### config.mk
export PLATFORM = sky130hd
export DESIGN_NAME = distance_alarm
export DESIGN_NICKNAME = d
export VERILOG_FILES = /design/src/rtl/distance_alarm_pkg.sv /design/src/rtl/tick_gen_ms.sv /design/src/rtl/distance_alarm.sv
export SDC_FILE = /design/constraint.sdc
export NUM_CORES = 1
export LEC_CHECK = 0
export CAP_MARGIN = 20
export CORE_UTILIZATION = 30
export CTS_CLUSTER_SIZE = 24
export DETAILED_ROUTE_END_ITERATION = 10
export PLACE_DENSITY_LB_ADDON = 0.12
export SETUP_SLACK_MARGIN = 0.15
export SYNTH_ARGS = -nofsm -noshare
export SYNTH_HDL_FRONTEND = slang
export SYNTH_SLANG_ARGS = --single-unit
### constraint.sdc
create_clock -name clk -period 10.7 [get_ports clk]
set_clock_uncertainty 0.05 [all_clocks]
set_input_delay 2.14 -clock clk [delete_from_list [all_inputs] [get_ports clk]]
set_output_delay 2.14 -clock clk [all_outputs]
set_load 0.03 [all_outputs]
### src/rtl/distance_alarm_pkg.sv
// Shared zone encodings and buzzer timing for the distance
// alarm and the display stage.
package distance_alarm_pkg;

  typedef enum logic [1:0] {
    ZONE_SAFE = 2'd0,
    ZONE_FAR  = 2'd1,
    ZONE_MID  = 2'd2,
    ZONE_NEAR = 2'd3
  } zone_e;

  localparam int unsigned FAR_ON_MS  = 100;
  localparam int unsigned FAR_OFF_MS = 400;
  localparam int unsigned MID_ON_MS  = 100;
  localparam int unsigned MID_OFF_MS = 100;

endpackage

### src/rtl/tick_gen_ms.sv
// Free-running divider: one-clk pulse every millisecond.
module tick_gen_ms #(
  parameter int unsigned CLK_HZ = 100_000_000
) (
  input  logic clk,
  input  logic reset_n,
  output logic tick_o
);
  localparam int unsigned DIV =
    (CLK_HZ / 1000 > 0) ? CLK_HZ / 1000 : 1;
  localparam int unsigned W =
    (DIV > 1) ? $clog2(DIV) : 1;
  localparam logic [W-1:0] LAST = W'(DIV - 1);

  logic [W-1:0] cnt_q;

  assign tick_o = (cnt_q == LAST);

  always_ff @(posedge clk or negedge reset_n) begin
    if (!reset_n) begin
      cnt_q <= '0;
    end else if (tick_o) begin
      cnt_q <= '0;
    end else begin
      cnt_q <= cnt_q + 1'b1;
    end
  end

endmodule

### src/rtl/distance_alarm.sv
// Distance alarm: samples the ranger, debounces zone changes
// with exit hysteresis and drives a per-zone buzzer pattern.
module distance_alarm
  import distance_alarm_pkg::*;
#(
  parameter int unsigned CLK_HZ    = 100_000_000,
  parameter int unsigned SAMPLE_MS = 10,
  parameter int unsigned NEAR_CM   = 10,
  parameter int unsigned MID_CM    = 30,
  parameter int unsigned FAR_CM    = 60,
  parameter int unsigned HYST_CM   = 2,
  parameter int unsigned CONFIRM   = 3
) (
  input  logic        clk,
  input  logic        reset_n,
  input  logic [15:0] distance_cm,
  input  logic        enable,
  output logic [1:0]  zone,
  output logic        buzzer,
  output logic        alarm
);
  localparam int unsigned SW =
    (SAMPLE_MS > 1) ? $clog2(SAMPLE_MS) : 1;
  localparam int unsigned CW = $clog2(CONFIRM + 1);
  localparam logic [SW-1:0] S_LAST = SW'(SAMPLE_MS - 1);
  localparam logic [CW-1:0] C_MAX  = CW'(CONFIRM);
  localparam logic [CW-1:0] C_ONE  = CW'(1);

  // 17-bit compares keep threshold + hysteresis overflow-free
  localparam logic [16:0] NEAR_T = 17'(NEAR_CM);
  localparam logic [16:0] MID_T  = 17'(MID_CM);
  localparam logic [16:0] FAR_T  = 17'(FAR_CM);
  localparam logic [16:0] NEAR_X = 17'(NEAR_CM + HYST_CM);
  localparam logic [16:0] MID_X  = 17'(MID_CM + HYST_CM);
  localparam logic [16:0] FAR_X  = 17'(FAR_CM + HYST_CM);

  localparam logic [15:0] FAR_ON  = 16'(FAR_ON_MS);
  localparam logic [15:0] FAR_PER = 16'(FAR_ON_MS + FAR_OFF_MS);
  localparam logic [15:0] MID_ON  = 16'(MID_ON_MS);
  localparam logic [15:0] MID_PER = 16'(MID_ON_MS + MID_OFF_MS);

  logic          tick;
  logic          strobe;
  logic [SW-1:0] scnt_q;
  logic [15:0]   d_q;
  logic          vld_q;
  logic [16:0]   d_ext;
  logic [16:0]   exit_t;
  zone_e         entry;
  zone_e         raw;
  zone_e         zone_q;
  zone_e         cand_q;
  logic [CW-1:0] cnt_q;
  logic [CW-1:0] cnt_d;
  logic          alarm_q;
  zone_e         pz_q;
  logic [15:0]   ph_q;
  logic [15:0]   ph_eff;
  logic [15:0]   on_len;
  logic [15:0]   per_len;
  logic          chg;
  logic          buzz;

  tick_gen_ms #(
    .CLK_HZ(CLK_HZ)
  ) u_tick (
    .clk    (clk),
    .reset_n(reset_n),
    .tick_o (tick)
  );

  assign strobe = tick && (scnt_q == S_LAST);

  always_ff @(posedge clk or negedge reset_n) begin
    if (!reset_n) begin
      scnt_q <= '0;
      vld_q  <= 1'b0;
      d_q    <= '0;
    end else begin
      vld_q <= strobe;
      if (strobe) begin
        scnt_q <= '0;
        d_q    <= distance_cm;
      end else if (tick) begin
        scnt_q <= scnt_q + 1'b1;
      end
    end
  end

  assign d_ext = {1'b0, d_q};

  always_comb begin
    entry = ZONE_SAFE;
    unique case (1'b1)
      d_ext < NEAR_T:                   entry = ZONE_NEAR;
      d_ext >= NEAR_T && d_ext < MID_T: entry = ZONE_MID;
      d_ext >= MID_T && d_ext < FAR_T:  entry = ZONE_FAR;
      d_ext >= FAR_T:                   entry = ZONE_SAFE;
    endcase
  end

  always_comb begin
    exit_t = FAR_X;
    unique case (zone_q)
      ZONE_NEAR: exit_t = NEAR_X;
      ZONE_MID:  exit_t = MID_X;
      ZONE_FAR:  exit_t = FAR_X;
      ZONE_SAFE: exit_t = FAR_X;
    endcase
  end

  // Moving away from the committed zone needs the extra margin
  always_comb begin
    raw = entry;
    if (entry < zone_q && d_ext < exit_t) begin
      raw = zone_q;
    end
  end

  always_comb begin
    cnt_d = C_ONE;
    if (raw == cand_q) begin
      cnt_d = (cnt_q == C_MAX) ? C_MAX : cnt_q + 1'b1;
    end
  end

  always_ff @(posedge clk or negedge reset_n) begin
    if (!reset_n) begin
      zone_q  <= ZONE_SAFE;
      cand_q  <= ZONE_SAFE;
      cnt_q   <= '0;
      alarm_q <= 1'b0;
    end else if (!enable) begin
      zone_q  <= ZONE_SAFE;
      cand_q  <= ZONE_SAFE;
      cnt_q   <= '0;
      alarm_q <= 1'b0;
    end else if (vld_q && d_q != 16'd0) begin
      if (raw == zone_q) begin
        cnt_q <= '0;
      end else begin
        cand_q <= raw;
        if (cnt_d == C_MAX) begin
          zone_q  <= raw;
          cnt_q   <= '0;
          alarm_q <= (raw != ZONE_SAFE);
        end else begin
          cnt_q <= cnt_d;
        end
      end
    end
  end

  assign chg    = (zone_q != pz_q);
  assign ph_eff = chg ? 16'd0 : ph_q;

  always_comb begin
    on_len  = 16'd0;
    per_len = 16'd1;
    buzz    = 1'b0;
    unique case (zone_q)
      ZONE_NEAR: buzz = 1'b1;
      ZONE_FAR: begin
        on_len  = FAR_ON;
        per_len = FAR_PER;
        buzz    = ph_eff < FAR_ON;
      end
      ZONE_MID: begin
        on_len  = MID_ON;
        per_len = MID_PER;
        buzz    = ph_eff < MID_ON;
      end
      default: buzz = 1'b0;
    endcase
  end

  // A zone change restarts the pattern at the start of ON
  always_ff @(posedge clk or negedge reset_n) begin
    if (!reset_n) begin
      pz_q <= ZONE_SAFE;
      ph_q <= '0;
    end else begin
      pz_q <= zone_q;
      if (chg) begin
        ph_q <= tick ? 16'd1 : 16'd0;
      end else if (tick) begin
        ph_q <= (ph_q >= per_len - 1'b1) ? '0 : ph_q + 1'b1;
      end
    end
  end

  assign zone   = zone_q;
  assign alarm  = alarm_q;
  assign buzzer = buzz && (on_len != 16'd0 || zone_q == ZONE_NEAR);

endmodule

After elaboration in Yosys (flattened, before gate mapping)
Index checks and enable logic that the tools add are counted.

Muxes and demuxes: 31. Equal/unequal tests: 13. Add/sub/neg operators: 5. $lt $le $gt $ge: 10. Reductions and logical operators: 17.

Operators by type and width (number): 2-to-1 mux 16 bit (4); one-hot mux 17 bit (3 select lines) (1); nonzero test 16 bit (2); 2-to-1 mux 2 bit (14); one-hot mux 9 bit (2 select lines) (1); adder 17 x 1 -> 17 bit, second input constant (1); == test 17 bit, second input constant (1); less-than comparator 16 x 17 -> 1 bit (1); 2-to-1 mux 17 bit (1); adder 16 x 1 -> 16 bit, second input constant (1); >= comparator 16 bit (1); >= comparator 16 x 4 -> 1 bit, second input constant (1); >= comparator 16 x 5 -> 1 bit, second input constant (1); >= comparator 16 x 6 -> 1 bit, second input constant (1); less-than comparator 16 x 4 -> 1 bit, second input constant (1); less-than comparator 16 x 5 -> 1 bit, second input constant (1); less-than comparator 16 x 6 -> 1 bit, second input constant (1); less-than comparator 16 x 7 -> 1 bit, second input constant (1); subtractor 16 x 1 -> 16 bit, second input constant (1); == test 2 bit, second input constant (4); 2-to-1 mux 4 bit (2); one-hot mux 2 bit (4 select lines) (1); 2-to-1 mux 7 bit (1); logical AND 1 bit (6); other kinds (17) (26).

Output and inout port bits: 4. Word-level logic and storage cells: 86. Bits of input ports: 19. Register bits after elaboration: 63.

Longest topological paths before layout
Gate-level depths: netlist of the first run.

Word-level depth: 13. Gate-level depth with buffers: 12. Mapped depth without buffers: 11.

Cells and area by module
From an unflattened synthesis of the first run, not the netlist that was laid out.

Cells, all modules: 362. Area, all modules: 3433.3 µm².

By module, submodules not included: distance_alarm (times used 1, cells each 288, sequential area each 1151.1 µm², area an instance 2640.0 µm²); tick_gen_ms (times used 1, cells each 74, sequential area each 425.4 µm², area an instance 793.3 µm²).

Worst setup path after synthesis of the first run
OpenSTA, ideal clock, no wires.

Kind: register to output. Start: register zone_q[0] (netlist: zone[0]). End: output buzzer. Buffers on the path: 1. Data required time: 8.510 ns. Stages on the path, launching flop included: 6. Arrival: 1.776 ns. Path slack: 6.734 ns. Path through: dfrtp_1 > clkbuf_1 > inv_1 > ha_1 > a21oi_1 > nor2_1.

Word-level cells in the longest chain between the ends: 6. Elaborated cells between the ends (all ways): 12. Classes of those cells: order compare (1); eq/ne (4); mux (3); reduce/logical (4).

Ends and longest elaborated chain: start, declared (RTL line distance_alarm.sv:51) `zone_e zone_q;`; start signal, assigned (RTL line distance_alarm.sv:144) `zone_q <= raw;`; parallel branches: the longest is 5 deep, another holds less-than comparator 16 x 7 -> 1 bit; logical AND 1 bit (*) (RTL line distance_alarm.sv:194) `assign buzzer = buzz && (on_len != 16'd0 || zone_q == ZONE_NEAR);`; end, declared (RTL line distance_alarm.sv:19) `output logic buzzer,`.

Every way passes the cells marked *.

Final worst setup path of the first run
Start: register zone_q[1] (netlist: zone[1]). End: output buzzer.

The elaborated chain is that of the path after synthesis.

==> flow_results.xml, run 1 <==
<?xml version="1.0" encoding="UTF-8"?>
<metrics>
  <group name="sta">
    <metric name="final_min_period_over_clock_period" unit="%">44.6</metric>
    <metric name="final_setup_violation_count" unit="">0</metric>
    <metric name="rsz0062_at_grt" unit="">false</metric>
    <metric name="worst_slew_margin_rel" unit="%">41.8</metric>
    <metric name="transition_time_of_the_tightest_slew_check_pin" unit="ns">0.869</metric>
    <metric name="tns" unit="ns">0</metric>
    <metric name="maximum_achievable_frequency" unit="MHz">210</metric>
    <metric name="period_needed" unit="ns">4.77</metric>
    <metric name="finalHoldViolCount" unit="">0</metric>
    <metric name="slew_viol_final" unit="">0</metric>
  </group>
  <group name="cts">
    <metric name="cts_resized" unit="">0</metric>
    <metric name="clock_insertion_delay_worst_skew" unit="ns">0.32</metric>
    <metric name="cts_buffer_depth" unit="">2</metric>
    <metric name="holdBufCountCts" unit="">0</metric>
    <metric name="tritoncts.num_buffers" unit="">9</metric>
    <metric name="post-cts-setup-buffer-count" unit="">0</metric>
    <metric name="cts.root.buffer_cell" unit="">sky130_fd_sc_hd__clkbuf_16</metric>
    <metric name="number_of_clock_sinks" unit="">63</metric>
    <metric name="cts.clk_slew.worst_paths" unit="ns">0.05</metric>
    <metric name="cts_tree" unit="">built</metric>
    <metric name="htree_num_levels" unit="">3</metric>
  </group>
  <group name="synth">
    <metric name="synthTopCellsByArea" unit="">sky130_fd_sc_hd__dfrtp_1 45%, sky130_fd_sc_hd__ha_1 8.6%, sky130_fd_sc_hd__mux2_2 5.2%, sky130_fd_sc_hd__nand2_1 3.7%, sky130_fd_sc_hd__o21ai_0 3.2%</metric>
    <metric name="synth_cell_type_count" unit="">44</metric>
    <metric name="yosys_most_used_dff" unit="">sky130_fd_sc_hd__dfrtp_1</metric>
    <metric name="yosysMostFrequentCell" unit="">sky130_fd_sc_hd__dfrtp_1</metric>
    <metric name="syn_nets" unit="">390</metric>
    <metric name="synth_top_cell_by_area" unit="">sky130_fd_sc_hd__dfrtp_1</metric>
    <metric name="compound_gate_fraction_of_synth_area" unit="%">13.4</metric>
    <metric name="synthTopCellsByCount" unit="">63 x sky130_fd_sc_hd__dfrtp_1, 34 x sky130_fd_sc_hd__nand2_1, 29 x sky130_fd_sc_hd__nor2_1</metric>
    <metric name="synth_adder_area_share" unit="%">8.60</metric>
    <metric name="yosys_register_bits" unit="">63</metric>
    <metric name="synth_largest_type_area_fraction" unit="%">45.1</metric>
    <metric name="xor_and_xnor_area_share_after_synthesis" unit="%">5.01</metric>
    <metric name="synth-edff-count" unit="">0</metric>
    <metric name="synthesis.yosys.warnings" unit="">0</metric>
    <metric name="post_synth_inst_count" unit="">347</metric>
    <metric name="synth_area" unit="µm²">3490</metric>
    <metric name="syn_area_per_cell" unit="µm²">10.1</metric>
    <metric name="post_synth_mux_area_share" unit="%">5.73</metric>
    <metric name="ys_async_sr_fraction" unit="%">100</metric>
    <metric name="synth_simple_gate_area_share" unit="%">20.1</metric>
    <metric name="synth_top_family_by_area" unit="">simple AND/OR/NAND/NOR gates</metric>
    <metric name="yosysSeqAreaShare" unit="%">45.1</metric>
  </group>
  <group name="route">
    <metric name="num_vias" unit="">2643</metric>
    <metric name="route.detailed.wl_per_inst" unit="µm">14.1</metric>
    <metric name="wl_met3" unit="µm">244</metric>
    <metric name="detail_route.vias_per_cell" unit="">5.07</metric>
    <metric name="dr_wl_met2" unit="µm">3280</metric>
    <metric name="detail_route.iter0.violations" unit="">98</metric>
    <metric name="highest_layer" unit="">met4</metric>
    <metric name="first_pass_iters" unit="">4</metric>
    <metric name="routedLengthMet1" unit="µm">3720</metric>
    <metric name="drc" unit="">0</metric>
    <metric name="antenna_violating_nets_left" unit="">0</metric>
    <metric name="totalWireLength" unit="µm">7330</metric>
  </group>
  <group name="setup_path">
    <metric name="worst-endpoint-arrival" unit="ns">2.58</metric>
    <metric name="worst_setup_path_end_kind" unit="">output pin</metric>
    <metric name="worstPathMaxFanout" unit="">13</metric>
    <metric name="criticalPathCategory" unit="">reg -&gt; out</metric>
    <metric name="cp_data_required_time" unit="ns">8.51</metric>
    <metric name="critPathLaunchType" unit="">register</metric>
  </group>
  <group name="min_path">
    <metric name="worst_hold_path_type" unit="">reg -&gt; reg</metric>
  </group>
  <group name="power_and_ir_drop">
    <metric name="leakage_power" unit="nW">1.82</metric>
    <metric name="ir_worst_vdd" unit="V">0.000120</metric>
    <metric name="report.power.total" unit="mW">0.556</metric>
    <metric name="power_per_cell_area" unit="nW/µm²">133</metric>
  </group>
  <group name="run_status">
    <metric name="status" unit="">finished clean</metric>
  </group>
  <group name="die">
    <metric name="fp.dieArea" unit="µm²">12100</metric>
    <metric name="io-pin-count" unit="">23</metric>
    <metric name="die_x" unit="µm">110</metric>
    <metric name="start_util" unit="%">30.7</metric>
    <metric name="chipHeight" unit="µm">110</metric>
    <metric name="floorplan.core_area" unit="µm²">11400</metric>
    <metric name="std_cell_rows" unit="">39</metric>
  </group>
  <group name="place">
    <metric name="numPlacedInstances" unit="">507</metric>
    <metric name="place.detailed.hpwl" unit="µm">5100</metric>
    <metric name="port_buffers" unit="">22</metric>
    <metric name="gp_congestion" unit="">0.758</metric>
  </group>
  <group name="finish">
    <metric name="nets" unit="">418</metric>
    <metric name="antenna_cells" unit="">0</metric>
    <metric name="final_cell_count_no_fill" unit="">521</metric>
    <metric name="share_of_layout_cells_above_drive_strength_1" unit="%">9.79</metric>
    <metric name="postLayoutCoreUtil" unit="%">36.7</metric>
    <metric name="area.growth.synth_to_final" unit="%">19.4</metric>
  </group>
  <group name="grt">
    <metric name="grt_pass1_vias" unit="">2593</metric>
    <metric name="maximum_number_of_pins_on_one_net_before_global_route_repair" unit="">64</metric>
    <metric name="global_route_wire_length_before_repair" unit="µm">12400</metric>
    <metric name="total_routing_resource_utilization_after_global_routing" unit="%">13.5</metric>
    <metric name="grt_overflow" unit="">0</metric>
    <metric name="antenna_violations_before_repair" unit="">0</metric>
  </group>
  <group name="job">
    <metric name="drv.max_cap_violation_count" unit="">0</metric>
  </group>
</metrics>
==> critical path: stages, from the launching register on <==
cell and delay [ns]:
sky130_fd_sc_hd__dfrtp_1 0.55, sky130_fd_sc_hd__xor2_1 0.25, sky130_fd_sc_hd__nor2_1 0.42, sky130_fd_sc_hd__o21ai_0 0.20, sky130_fd_sc_hd__a21oi_1 0.18, sky130_fd_sc_hd__nor2_1 0.06
sky130_fd_sc_hd__clkdlybuf4s50_1 0.59
==> stage by stage <==
step / hold WS, ns / area [µm²] / setup WS [ns]
finish: 0.420 / 4170 / 5.93
CTS: 0.423 / 4170 / 5.91
global placement: 0.409 / 3880 / 6.27
global route: 0.457 / 4170 / 5.75
detailed placement: 0.409 / 3880 / 6.26
floorplan: 0.382 / 3490 / 6.73
==> layout by cell type (no fill, tap or decap), drive strengths merged, types with 11 or more instances in the layout <==
master / synthesis / final
and3: 11 / 11
clkbuf: 7 / 11
clkdlybuf4s50: 0 / 21
dfrtp: 63 / 63
ha: 24 / 24
inv: 11 / 11
mux2: 16 / 16
nand2: 34 / 34
nand3: 12 / 12
nor2: 29 / 29
o21ai: 22 / 22
xor2: 11 / 11
==> power breakdown <==
part           leakage (nW)  internal, mW  switching, mW  total (mW)
Combinational         0.860       0.00997        0.00987      0.0198
Clock                 0.147         0.190          0.102       0.292
Sequential            0.813         0.242        0.00299       0.245
==> path summary, 6_finish.rpt <==
check / startpoint / endpoint / slack (ns) / cells after the start
max in group asynchronous: reset_n / ph_q[8] / 8.09 / 2
hold reg to reg: u_tick.cnt_q[0] / u_tick.cnt_q[0] / 0.42 / 1
setup / recovery: zone[1] / buzzer / 5.93 / 6
min in group asynchronous: reset_n / ph_q[4] / 1.92 / 2
hold / removal: u_tick.cnt_q[0] / u_tick.cnt_q[0] / 0.42 / 1
setup reg to reg: d_q[7] / zone[1] / 6.88 / 11
==> sequential cells by signal (all words and copies together) (netlist names) <==
name and count:
d_q 16, cand_q 2, pz_q 2, vld_q 1, scnt_q 4, zone 2
cnt_q 2, alarm 1, u_tick.cnt_q 17, ph_q 16
==> kinds of logic (layout without fill, tap and decap cells) <==
kind of cell,Yosys count,count (layout)
multiplexers,18,18
XOR/XNOR,20,20
other,1,1
AND/OR/NAND/NOR,135,135
AO/OA/AOI/OAI,68,68
adder cells (fa/ha/maj),24,24
buffers and inverters,18,49
flip-flops,63,63
==> per-layer routing <==
metal	vias to the layer above	global-route usage, %
li1	1325	-
met1	1278	18.2
met2	32	20.5
met3	8	3.91
met4	0	4.86
met5	-	0
==> final cells by class <==
class	count	area, µm²
multi-input combinational	266	1850
sequential	63	1580
timing repair buffer	24	230
clock inverter	3	43.8
tap	143	179
inverter	11	41.3
fill	1141	7200
clock buffer	11	253
Power figures use the tool's default switching activity.
==> run 2, diff against run 1 <==
==> constraint.sdc (replaced) <==
create_clock -name clk -period 4.07 [get_ports clk]
set_clock_uncertainty 0.05 [all_clocks]
set_input_delay 0.814 -clock clk [delete_from_list [all_inputs] [get_ports clk]]
set_output_delay 0.814 -clock clk [all_outputs]
set_load 0.03 [all_outputs]
==> flow_results.xml, run 2 (synthesis results as in run 1) <==
<?xml version="1.0" encoding="UTF-8"?>
<metrics>
  <group name="cts">
    <metric name="holdBufCountCts" unit="">0</metric>
    <metric name="cts_resized" unit="">0</metric>
    <metric name="post-cts-setup-buffer-count" unit="">0</metric>
    <metric name="clock_insertion_delay_worst_skew" unit="ns">0.33</metric>
    <metric name="cts_buffer_depth" unit="">2</metric>
    <metric name="cts.root.buffer_cell" unit="">sky130_fd_sc_hd__clkbuf_16</metric>
    <metric name="htree_num_levels" unit="">3</metric>
    <metric name="number_of_clock_sinks" unit="">63</metric>
    <metric name="cts_tree" unit="">built</metric>
    <metric name="cts.clk_slew.worst_paths" unit="ns">0.06</metric>
    <metric name="tritoncts.num_buffers" unit="">9</metric>
  </group>
  <group name="min_path">
    <metric name="worst_hold_path_type" unit="">in -&gt; async</metric>
  </group>
  <group name="sta">
    <metric name="final_min_period_over_clock_period" unit="%">87.5</metric>
    <metric name="rsz0062_at_grt" unit="">false</metric>
    <metric name="maximum_achievable_frequency" unit="MHz">281</metric>
    <metric name="finalHoldViolCount" unit="">0</metric>
    <metric name="slew_viol_final" unit="">0</metric>
    <metric name="final.setup.worst_slack" unit="ns">0.508</metric>
    <metric name="period_needed" unit="ns">3.56</metric>
    <metric name="worst_slew_margin_rel" unit="%">43.8</metric>
    <metric name="tns" unit="ns">0</metric>
    <metric name="final_setup_violation_count" unit="">0</metric>
    <metric name="transition_time_of_the_tightest_slew_check_pin" unit="ns">0.840</metric>
  </group>
  <group name="run_status">
    <metric name="status" unit="">finished clean</metric>
  </group>
  <group name="finish">
    <metric name="area.growth.synth_to_final" unit="%">19.6</metric>
    <metric name="layout_commonest_cell" unit="">sky130_fd_sc_hd__dfrtp_1</metric>
    <metric name="largest_reg_flops" unit="">17</metric>
    <metric name="nets" unit="">422</metric>
    <metric name="antenna_cells" unit="">0</metric>
    <metric name="registers_with_the_highest_flip_flop_counts" unit="">u_tick.cnt_q x17, d_q x16, ph_q x16</metric>
    <metric name="share_of_layout_cells_above_drive_strength_1" unit="%">11.2</metric>
    <metric name="largest_register" unit="">u_tick.cnt_q</metric>
    <metric name="final_cell_mix" unit="">63 x sky130_fd_sc_hd__dfrtp_1, 34 x sky130_fd_sc_hd__nand2_1, 29 x sky130_fd_sc_hd__nor2_1</metric>
  </group>
  <group name="power_and_ir_drop">
    <metric name="switching_power" unit="mW">0.321</metric>
    <metric name="power.share.sequential" unit="%">46.3</metric>
    <metric name="leakage_power" unit="nW">1.82</metric>
    <metric name="intPower" unit="mW">1.07</metric>
    <metric name="power_per_cell_area" unit="nW/µm²">332</metric>
    <metric name="report.power.total" unit="mW">1.39</metric>
    <metric name="pwr-share-clk" unit="%">49.9</metric>
    <metric name="ir_worst_vdd" unit="V">0.000220</metric>
    <metric name="netSwitchingFraction" unit="%">23.1</metric>
    <metric name="comb_power_share" unit="%">3.8</metric>
  </group>
  <group name="setup_path">
    <metric name="worstPathMaxFanout" unit="">7</metric>
    <metric name="criticalPathCategory" unit="">reg -&gt; reg</metric>
    <metric name="worst-endpoint-arrival" unit="ns">3.73</metric>
    <metric name="cp_data_required_time" unit="ns">4.24</metric>
    <metric name="worst_setup_path_end_kind" unit="">register</metric>
    <metric name="critPathLaunchType" unit="">register</metric>
  </group>
  <group name="die">
    <metric name="fp.dieArea" unit="µm²">12100</metric>
    <metric name="die_x" unit="µm">110</metric>
    <metric name="chipHeight" unit="µm">110</metric>
    <metric name="std_cell_rows" unit="">39</metric>
    <metric name="io-pin-count" unit="">23</metric>
    <metric name="floorplan.core_area" unit="µm²">11400</metric>
    <metric name="start_util" unit="%">30.7</metric>
  </group>
  <group name="grt">
    <metric name="maximum_number_of_pins_on_one_net_before_global_route_repair" unit="">40</metric>
    <metric name="antenna_violations_before_repair" unit="">0</metric>
    <metric name="global_route_wire_length_before_repair" unit="µm">13400</metric>
    <metric name="total_routing_resource_utilization_after_global_routing" unit="%">14.6</metric>
    <metric name="grt_pass1_vias" unit="">2738</metric>
    <metric name="grt_overflow" unit="">0</metric>
  </group>
  <group name="place">
    <metric name="gp_congestion" unit="">0.776</metric>
    <metric name="place.detailed.hpwl" unit="µm">5450</metric>
    <metric name="port_buffers" unit="">22</metric>
    <metric name="place_ws" unit="ns">0.547</metric>
  </group>
  <group name="route">
    <metric name="num_vias" unit="">2711</metric>
    <metric name="detail_route.vias_per_cell" unit="">5.15</metric>
    <metric name="totalWireLength" unit="µm">7600</metric>
    <metric name="antenna_violating_nets_left" unit="">0</metric>
    <metric name="detail_route.iter0.violations" unit="">143</metric>
    <metric name="route.detailed.wl_per_inst" unit="µm">14.4</metric>
    <metric name="drc" unit="">0</metric>
    <metric name="first_pass_iters" unit="">5</metric>
  </group>
  <group name="job">
    <metric name="drv.max_cap_violation_count" unit="">0</metric>
  </group>
</metrics>
run 2: power groups by stage:
stage                     registers [mW]  logic, mW  clock network (mW)
after floorplan                    0.652     0.0190                   0
after global placement             0.654     0.0534                   0
after detailed placement           0.654     0.0537                   0
after CTS                          0.643     0.0539               0.711
after global routing               0.645     0.0599               0.742
final                              0.643     0.0520               0.693
run 2: final timing paths:
kind	slack, ns	end	from	cells past startpoint
max in group asynchronous	2.63	u_tick.cnt_q[4]	reset_n	2
setup reg to reg	0.51	zone[0]	d_q[7]	10
min in group clk	0.41	u_tick.cnt_q[0]	u_tick.cnt_q[0]	1
hold / removal	0.41	ph_q[8]	reset_n	1
hold reg to reg	0.41	u_tick.cnt_q[0]	u_tick.cnt_q[0]	1
setup / recovery	0.51	zone[0]	d_q[7]	10
run 2: area by class of cell:
type | instances | area (µm²)
inverters | 11 | 41.3
multi-input cells | 266 | 1860
well taps | 143 | 179
fillers | 1144 | 7190
clock buffers | 9 | 225
flip-flops and latches | 63 | 1580
clock inverters | 6 | 38.8
repair buffers | 28 | 260
run 2: stage by stage:
stage	area [µm²]	utilization, %	std cells	hold slack, ns
floorplan	3490	-	347	0.382
global placement	3910	34.4	511	0.407
detailed placement	3910	34.4	511	0.408
CTS	4170	36.7	526	0.417
global route	4180	36.7	526	0.443
finish	4180	36.7	526	0.413
run 2: metal layers:
| layer | share of wire [%] | wire length, µm | vias to the layer above | GRT usage (%) |
|---|---|---|---|---|
| met4 | 0.76 | 58 | 0 | 3.43 |
| li1 | - | - | 1332 | - |
| met1 | 49 | 3730 | 1331 | 19.3 |
| met3 | 4.9 | 370 | 5 | 4.92 |
| met2 | 45 | 3440 | 43 | 22.8 |
| met5 | 0 | 0 | - | 0 |
run 2: critical path: stages, from the launching register on:
cell                       delay, ns
sky130_fd_sc_hd__dfrtp_1        0.37
sky130_fd_sc_hd__or4_4          0.55
sky130_fd_sc_hd__or4_1          0.54
sky130_fd_sc_hd__nor2_1         0.21
sky130_fd_sc_hd__ha_1           0.25
sky130_fd_sc_hd__a211o_1        0.13
sky130_fd_sc_hd__a211oi_1       0.07
sky130_fd_sc_hd__and2_1         0.19
sky130_fd_sc_hd__a211o_1        0.38
sky130_fd_sc_hd__or4_1          0.48
sky130_fd_sc_hd__a31o_1         0.22
